File: src/rtl/axi_lite_reg_target.sv
// AXI4-Lite register target: NUM_REGS word registers with byte strobes,
// read-only status mapping, SLVERR on bad accesses and per-register access pulses.
module axi_lite_reg_target #(
   parameter int unsigned          DATA_WIDTH = 32,
   parameter int unsigned          ADDR_WIDTH = 32,
   parameter int unsigned          NUM_REGS   = 16,
   parameter logic [NUM_REGS-1:0]  RO_MASK    = '0
) (
   input  logic                           clock,
   input  logic                           reset,
   input  logic                           awvalid,
   output logic                           awready,
   input  logic [ADDR_WIDTH-1:0]          awaddr,
   input  logic                           wvalid,
   output logic                           wready,
   input  logic [DATA_WIDTH-1:0]          wdata,
   input  logic [DATA_WIDTH/8-1:0]        wstrb,
   output logic                           bvalid,
   input  logic                           bready,
   output logic [1:0]                     bresp,
   input  logic                           arvalid,
   output logic                           arready,
   input  logic [ADDR_WIDTH-1:0]          araddr,
   output logic                           rvalid,
   input  logic                           rready,
   output logic [DATA_WIDTH-1:0]          rdata,
   output logic [1:0]                     rresp,
   output logic [NUM_REGS*DATA_WIDTH-1:0] regs_out,
   input  logic [NUM_REGS*DATA_WIDTH-1:0] status_in,
   output logic [NUM_REGS-1:0]            write_pulse,
   output logic [NUM_REGS-1:0]            read_pulse
);

   localparam int unsigned STRB_W = DATA_WIDTH / 8;
   localparam int unsigned LSB    = $clog2(STRB_W);
   localparam int unsigned IDX_W  = (NUM_REGS > 1) ? $clog2(NUM_REGS) : 1;
   localparam logic [1:0]  RESP_OKAY   = 2'b00;
   localparam logic [1:0]  RESP_SLVERR = 2'b10;

   typedef enum logic {W_IDLE, W_RESP} w_state_e;
   typedef enum logic {R_IDLE, R_RESP} r_state_e;

   logic [NUM_REGS-1:0][DATA_WIDTH-1:0] regs_q, regs_d;
   logic [NUM_REGS-1:0][DATA_WIDTH-1:0] status_v;

   w_state_e                w_state_q, w_state_d;
   logic                    aw_got_q, aw_got_d;
   logic                    w_got_q, w_got_d;
   logic [ADDR_WIDTH-1:0]   awaddr_q, awaddr_d;
   logic [DATA_WIDTH-1:0]   wdata_q, wdata_d;
   logic [STRB_W-1:0]       wstrb_q, wstrb_d;
   logic                    awready_q, awready_d;
   logic                    wready_q, wready_d;
   logic                    bvalid_q, bvalid_d;
   logic [1:0]              bresp_q, bresp_d;
   logic [NUM_REGS-1:0]     write_pulse_q, write_pulse_d;

   r_state_e                r_state_q, r_state_d;
   logic                    arready_q, arready_d;
   logic                    rvalid_q, rvalid_d;
   logic [DATA_WIDTH-1:0]   rdata_q, rdata_d;
   logic [1:0]              rresp_q, rresp_d;

   logic                    aw_hs, w_hs, ar_hs;
   logic [ADDR_WIDTH-1:0]   w_addr_eff, w_word, r_word;
   logic [DATA_WIDTH-1:0]   w_data_eff;
   logic [STRB_W-1:0]       w_strb_eff;
   logic [IDX_W-1:0]        w_idx, r_idx;
   logic                    w_in_range, w_ok, r_in_range;

   assign status_v = status_in;

   assign aw_hs = awvalid && awready_q;
   assign w_hs  = wvalid && wready_q;
   assign ar_hs = arvalid && arready_q;

   // Same-cycle handshakes bypass the capture registers so the commit needs no extra cycle.
   assign w_addr_eff = aw_got_q ? awaddr_q : awaddr;
   assign w_data_eff = w_got_q  ? wdata_q  : wdata;
   assign w_strb_eff = w_got_q  ? wstrb_q  : wstrb;

   assign w_word     = w_addr_eff >> LSB;
   assign w_in_range = w_word < ADDR_WIDTH'(NUM_REGS);
   assign w_idx      = w_word[IDX_W-1:0];
   assign w_ok       = w_in_range && !RO_MASK[w_idx];

   assign r_word     = araddr >> LSB;
   assign r_in_range = r_word < ADDR_WIDTH'(NUM_REGS);
   assign r_idx      = r_word[IDX_W-1:0];

   // Write channel: independent AW/W capture, commit when both are held.
   always_comb begin
      w_state_d     = w_state_q;
      aw_got_d      = aw_got_q;
      w_got_d       = w_got_q;
      awaddr_d      = awaddr_q;
      wdata_d       = wdata_q;
      wstrb_d       = wstrb_q;
      awready_d     = awready_q;
      wready_d      = wready_q;
      bvalid_d      = bvalid_q;
      bresp_d       = bresp_q;
      write_pulse_d = '0;
      regs_d        = regs_q;
      case (w_state_q)
         W_IDLE: begin
            if (aw_hs) begin
               aw_got_d  = 1'b1;
               awaddr_d  = awaddr;
               awready_d = 1'b0;
            end
            if (w_hs) begin
               w_got_d  = 1'b1;
               wdata_d  = wdata;
               wstrb_d  = wstrb;
               wready_d = 1'b0;
            end
            if ((aw_got_q || aw_hs) && (w_got_q || w_hs)) begin
               w_state_d = W_RESP;
               aw_got_d  = 1'b0;
               w_got_d   = 1'b0;
               awready_d = 1'b0;
               wready_d  = 1'b0;
               bvalid_d  = 1'b1;
               if (w_ok) begin
                  bresp_d       = RESP_OKAY;
                  write_pulse_d = NUM_REGS'(1) << w_idx;
                  for (int b = 0; b < STRB_W; b++) begin
                     if (w_strb_eff[b]) begin
                        regs_d[w_idx][b*8 +: 8] = w_data_eff[b*8 +: 8];
                     end
                  end
               end else begin
                  bresp_d = RESP_SLVERR;
               end
            end
         end
         W_RESP: begin
            if (bready) begin
               w_state_d = W_IDLE;
               bvalid_d  = 1'b0;
               awready_d = 1'b1;
               wready_d  = 1'b1;
            end
         end
         default: w_state_d = W_IDLE;
      endcase
   end

   // Read channel: sample storage (pre-write value) or status on the AR handshake.
   always_comb begin
      r_state_d  = r_state_q;
      arready_d  = arready_q;
      rvalid_d   = rvalid_q;
      rdata_d    = rdata_q;
      rresp_d    = rresp_q;
      read_pulse = '0;
      case (r_state_q)
         R_IDLE: begin
            if (ar_hs) begin
               r_state_d = R_RESP;
               arready_d = 1'b0;
               rvalid_d  = 1'b1;
               if (r_in_range) begin
                  rdata_d    = RO_MASK[r_idx] ? status_v[r_idx] : regs_q[r_idx];
                  rresp_d    = RESP_OKAY;
                  read_pulse = NUM_REGS'(1) << r_idx;
               end else begin
                  rdata_d = '0;
                  rresp_d = RESP_SLVERR;
               end
            end
         end
         R_RESP: begin
            if (rready) begin
               r_state_d = R_IDLE;
               rvalid_d  = 1'b0;
               arready_d = 1'b1;
            end
         end
         default: r_state_d = R_IDLE;
      endcase
   end

   always_ff @(posedge clock) begin
      if (reset) begin
         regs_q        <= '0;
         w_state_q     <= W_IDLE;
         aw_got_q      <= 1'b0;
         w_got_q       <= 1'b0;
         awaddr_q      <= '0;
         wdata_q       <= '0;
         wstrb_q       <= '0;
         awready_q     <= 1'b1;
         wready_q      <= 1'b1;
         bvalid_q      <= 1'b0;
         bresp_q       <= RESP_OKAY;
         write_pulse_q <= '0;
         r_state_q     <= R_IDLE;
         arready_q     <= 1'b1;
         rvalid_q      <= 1'b0;
         rdata_q       <= '0;
         rresp_q       <= RESP_OKAY;
      end else begin
         regs_q        <= regs_d;
         w_state_q     <= w_state_d;
         aw_got_q      <= aw_got_d;
         w_got_q       <= w_got_d;
         awaddr_q      <= awaddr_d;
         wdata_q       <= wdata_d;
         wstrb_q       <= wstrb_d;
         awready_q     <= awready_d;
         wready_q      <= wready_d;
         bvalid_q      <= bvalid_d;
         bresp_q       <= bresp_d;
         write_pulse_q <= write_pulse_d;
         r_state_q     <= r_state_d;
         arready_q     <= arready_d;
         rvalid_q      <= rvalid_d;
         rdata_q       <= rdata_d;
         rresp_q       <= rresp_d;
      end
   end

   assign awready     = awready_q;
   assign wready      = wready_q;
   assign bvalid      = bvalid_q;
   assign bresp       = bresp_q;
   assign write_pulse = write_pulse_q;
   assign arready     = arready_q;
   assign rvalid      = rvalid_q;
   assign rdata       = rdata_q;
   assign rresp       = rresp_q;
   assign regs_out    = regs_q;

endmodule

File: config.mk
export PLATFORM = sky130hd
export DESIGN_NAME = axi_lite_reg_target
export DESIGN_NICKNAME = d
export VERILOG_FILES = /design/src/rtl/axi_lite_reg_target.sv
export SDC_FILE = /design/constraint.sdc
export NUM_CORES = 1
export LEC_CHECK = 0
export CAP_MARGIN = 5
export CELL_PAD_IN_SITES_DETAIL_PLACEMENT = 0
export CELL_PAD_IN_SITES_GLOBAL_PLACEMENT = 1
export CORE_AREA = 5 5 468 470
export DETAILED_ROUTE_END_ITERATION = 12
export DIE_AREA = 0 0 473 475
export PLACE_DENSITY_LB_ADDON = 0.1
export SLEW_MARGIN = 40
export SYNTH_ARGS = -nofsm -noshare
export SYNTH_HDL_FRONTEND = slang
export SYNTH_SLANG_ARGS = --single-unit
File: constraint.sdc
create_clock -name clock -period 2.3 [get_ports clock]
set_input_delay 0.23 -clock clock [delete_from_list [all_inputs] [get_ports clock]]
set_output_delay 0.23 -clock clock [all_outputs]
set_load 0.03 [all_outputs]
# Word level (Yosys, flattened, before mapping)
# Memories as Yosys holds them, arrays and structs flattened.
# Cells that the tools add are included.
dict set report op_classes {
  addsub 0
  multipliers 0
  div 0
  order_cmp 5
  eq_ne 6
  n_shift 2
  muxes 67
  bitwise_logic 4
  n_reduce_logical 23
}
# op count
set ops {}
lappend ops {{$mux W512} 13}
lappend ops {{$bwmux W512} 4}
lappend ops {{$demux W32 S4} 4}
lappend ops {{$bmux W32 S4} 2}
lappend ops {{$mux W32} 7}
lappend ops {{$mux W16} 4}
lappend ops {{$lt A30 B5 Y1 const B} 2}
lappend ops {{$shl A1 B4 Y16 const A} 2}
lappend ops {{$mux W24} 1}
lappend ops {{$mux W1} 21}
lappend ops {{$reduce_and A2 Y1} 10}
lappend ops {{$pmux W1 S2} 7}
lappend ops {{$lt A4 B5 Y1 const B} 2}
lappend ops {{$mux W8} 1}
lappend ops {{$ne A2 B2 Y1 const B} 4}
lappend ops {{$logic_and A1 B1 Y1} 6}
lappend ops {{$ne A3 B3 Y1 const B} 2}
lappend ops {{$ge A4 B1 Y1 const B} 1}
lappend ops {{$mux W2} 2}
lappend ops {{$mux W4} 1}
lappend ops {{$not A1 Y1} 4}
lappend ops {{$reduce_bool A2 Y1} 2}
lappend ops {{$reduce_or A4 Y1} 1}
lappend ops {{$reduce_and A3 Y1} 1}
lappend ops {{2 further kinds} 3}
dict set report totals {
  ff_bits 641
  latchBits 0
  mem_bits_rw 0
  romBits 32
  in_bits 619
  output_inout_bits 585
  wordCells 141
  mem_count 2
}
# memory words word_bits read_ports rd_ports_with_merged_regs wr line_no
set mem_list {}
lappend mem_list {{(name not given)} 16 1 1 0 0 165} ;# rdata_d = RO_MASK[r_idx] ? status_v[r_idx] : regs_q[r_idx];
lappend mem_list {{(name not given)} 16 1 1 0 0 85} ;# assign w_ok = w_in_range && !RO_MASK[w_idx];

# Depth between registers and ports, before layout
dict set report logic_depth {
  word_depth 22
  mapped_depth 8
  mapped_depth_nobuf 5
}

# Least setup slack after synthesis
# Ideal clock, no wire load.
dict set report synth_path {
  kind {reg-to-reg}
  start {register awready_q (netlist: awready)}
  end {register regs_q (netlist bit regs_out[31])}
  arrival_time_ns 2.423
  required_ns 2.168
  path_slack_ns -0.256
  path_stages_with_launch 7
  n_path_buf 1
  period_less_slack_ns 2.556
  path_cell_list {dfxtp_1 > a21oi_1 > or3_1 > buf_1 > a2111oi_2 > nand2_2 > mux2i_1}
}
dict set report synth_via {
  elab_chain_cells 4
}
# element line_no
set synth_lines {}
lappend synth_lines {{start, declared} 52} ;# logic awready_q, awready_d;
lappend synth_lines {{start signal, assigned} 212} ;# awready_q <= awready_d;
lappend synth_lines {{$logic_and A1 B1 Y1} 73} ;# assign aw_hs = awvalid && awready_q;
lappend synth_lines {{$logic_or A1 B1 Y1} 118} ;# if ((aw_got_q || aw_hs) && (w_got_q || w_hs)) begin
lappend synth_lines {{$logic_and A1 B1 Y1} 118}
lappend synth_lines {{$reduce_and A3 Y1 (no line)} n/a}
lappend synth_lines {{end signal, assigned} 205} ;# regs_q <= regs_d;
lappend synth_lines {{end, declared} 43} ;# logic [NUM_REGS-1:0][DATA_WIDTH-1:0] regs_q, regs_d;
# Every way passes these cells.
# A chain may end at the register's enable or synchronous reset.

# Worst setup path after layout
dict set report layout_path {
  start {register r_state_q}
  end {output read_pulse[11]}
}
dict set report layout_via {
  elab_chain_cells 1
}
# element line_no
set layout_lines {}
lappend layout_lines {{start, declared} 58} ;# r_state_e r_state_q, r_state_d;
lappend layout_lines {{start signal, assigned} 217} ;# r_state_q <= r_state_d;
lappend layout_lines {{$mux W16} 158} ;# case (r_state_q)
lappend layout_lines {{end, declared} 31} ;# output logic [NUM_REGS-1:0] read_pulse
# Every way passes these cells.

==> metrics.txt <==
first-pass GRT wire length=229.9 mm; type of the most critical hold path=in -> reg; FF-to-FF path depth=10; Max Freq=0.3921 GHz; post-layout util=0.2150; largest net degree at the start of global routing=121; 1st-iter DRT viols=1134; Routed WL per cell=26.80 um; overall routing resource usage=0.1480; final worst-path cycle share=1.109; Num Clock Sinks=637; initial antenna violation count=23; initial core utilization=0.1336; Slew @ Worst Pin=0.8257 ns; Post-synth EDFFs=0; Max Clock Skew=0.03578 ns; die height=475 um; Overflow after GRT=0; critical path type=reg -> out; DRC Markers=0; Synth async-reset ratio=0; failing checks=negative setup slack; CTS Buf Count=94; Leakage=18.74 nW; Placer Congestion=0.7125; Post-synth top flop=dfxtp_1; share of cells above drive strength 1=0.2018; Place WS=-0.4813 ns; Synth area leader=dfxtp_1; H-tree depth=3; site row count=170; RSZ-0062 raised after global routing=yes; DIE AREA=224700 um^2; share of total power in sequential cells=0.393; Syn Inst Count=2634; Netlist cell types=41; sw frac=0.2588; antenna viol nets, final=0; worst hold slack=0.1145 ns; arrival time worst endpoint=2.32 ns; post-layout minimum cycle time=2.550 ns; R2R Setup Slk=-0.14 ns; vias in the first global route=24448; register area share after synthesis=0.4460; multi-input logic area=16210 um^2; Worst slew margin=0.4496; DR vias=23529; Worst EP required=2.07 ns; met3 routed WL=10.04 mm; # setup viols final=485; final hold violations=0; Detail Placement HPWL=129.5 mm; Via density=3.695; core box area=214000 um^2; CTS tree=built; drt total wl=170.7 mm; Area Growth Syn to Fin=60.90%; clk root buf=clkbuf_16; number of synthesized register bits=637; most frequent cell after synthesis=dfxtp_1; top cells by count, synth=dfxtp_1, mux2i_1, nand2b_1; average cell area after synthesis=10.86 um^2; CTS Buffer Depth=3; Placed Area=41310 um^2; Worst Path Max Fanout=3; met2 routed WL=76.06 mm; drt first pass iters=5; port bufs=685; nets=4066; maximum vdd drop=0.5154 mV; power per cell area=619.4 nW/um^2; Int Pwr=0.02112 W; yosys warns=0; synthesized cell area=28590 um^2; R2R Path Start=awaddr_q[28]$_SDFFE_PP0P_; Pwr Total=0.02850 W; Clock transition at path regs=0.05 ns; Hold Path Cell Cnt=3; Clock Power Share=0.520; Comb power frac=0.087; Critical Path Source Type=register; reg-to-reg critical path endpoint=regs_out[54]$_SDFFE_PP0P_; max-slew violation count=0; post-synth top area share=0.4460; Metal-1 WL=80.45 mm; FF/Latch Area=12770 um^2; critical path endpoint category=output port; Hold Path Origin=wdata[14]; Finished Cell Area=46010 um^2; die width=473 um; max-cap violation count=0; number of fill cells=23172; # IOs=1204; final worst setup slack=-0.2502 ns; top area cells in the synthesized netlist=dfxtp_1, mux2i_1, nand2b_1; status=finished, violations left; Clock Latency Late Sink=0.72 ns; switching power=0.007376 W; Highest Signal Layer=met5; WHS Endpoint=wdata_q[14]$_SDFFE_PP0P_
how the worst max path moves through the flow:
stage                                    startpoint                    endpoint  slack [ns]  cells past startpoint
after detailed placement                 awaddr[28]  regs_out[128]$_SDFFE_PP0P_       -0.48                      9
after CTS                      r_state_q$_SDFF_PP0_               read_pulse[3]       -0.40                      9
after global routing           r_state_q$_SDFF_PP0_               read_pulse[9]       -0.47                      9
after floorplan           awaddr_q[28]$_SDFFE_PP0P_  regs_out[192]$_SDFFE_PP0P_       -0.06                      7
after global placement                   awaddr[28]   regs_out[82]$_SDFFE_PP0P_       -0.48                      9
final                          r_state_q$_SDFF_PP0_              read_pulse[11]       -0.25                     10
state kept, by name, indices dropped and copies added, names as in the netlist:
signal,cells
regs_out,512
rdata,32
wdata_q,32
awaddr_q,30
write_pulse,16
wstrb_q,4
arready,1
aw_got_q,1
awready,1
bresp,1
bvalid,1
r_state_q,1
rresp,1
rvalid,1
w_got_q,1
w_state_q,1
wready,1
power by group through the flow:
stage / Sequential, W / Clock [W] / Combinational (W)
2_1_floorplan: 0.0115 / 0 / 0.00114
3_3_place_gp: 0.0114 / 0 / 0.00244
3_5_place_dp: 0.0114 / 0 / 0.00243
4_1_cts: 0.0112 / 0.0155 / 0.00255
5_1_grt: 0.0112 / 0.0159 / 0.00267
6_report: 0.0112 / 0.0148 / 0.00247
final cells by class:
class / instances / share of cell area
antenna: 12 / 0.0006527
timing repair buffer: 937 / 0.2245
inverter: 8 / 0.0006527
clock buffer: 149 / 0.06244
sequential: 637 / 0.2775
clock inverter: 18 / 0.004677
tap: 2838 / 0.07718
multi-input combinational: 1769 / 0.3524
cells in the final DEF (no fill, tap or decap), types with 10 or more instances in the layout:
master and count:
clkbuf_8 26, a22oi_1 65, clkbuf_16 97, buf_8 10, or2_2 35, clkbuf_1 27
nor2_1 25, buf_4 118, clkdlybuf4s50_1 643, nor2_4 10, buf_6 35, nand2_8 53
nand2_1 172, nand2b_1 515, dfxtp_1 630, dlygate4sd2_1 15, a2111oi_4 15, clkinv_2 10
mux4_2 128, buf_12 101, a21oi_1 75, mux2i_1 548, a22o_1 32, diode_2 12
through the flow:
stage / setup TNS [ns] / std cells
after floorplan: -3.218 / 2635
after global placement: -211.75 / 6139
after detailed placement: -208.76 / 6139
after CTS: -58.12 / 6345
after global routing: -80.23 / 6359
final: -29.01 / 6368
critical path: stages (launching register included):
cell and delay (ns):
dfxtp_2 0.31, and3b_2 0.25, nand4_1 0.11, buf_6 0.16, nor2_4 0.09, buf_6 0.14
buf_6 0.10, nand3_4 0.09, buf_12 0.15, nor2_4 0.08, buf_6 0.13
logic make-up (layout without fill, tap and decap cells):
group | count (synthesis) | count (layout) | synth area share
compound gates | 207 | 207 | 0.05391
buf+inv | 229 | 1112 | 0.03225
flops | 637 | 637 | 0.4460
mux | 676 | 676 | 0.2926
other cells | 1 | 14 | 0.0001311
simple gates | 884 | 884 | 0.1751
layer usage:
layer,up-vias,GRT usage
met5,-,0
met4,10,0.03573
met3,155,0.04246
met2,606,0.2320
met1,11841,0.2001
li1,10917,-
timing repair:
action,4_1_cts,5_1_grt
gates cloned,6,0
hold buffers,5,0
pin swaps,62,33
hold endpoints to repair,12,0
gates resized for setup,194,19
setup endpoints to repair,552,544
setup buffers,42,12
Power figures use the tool's default switching activity.
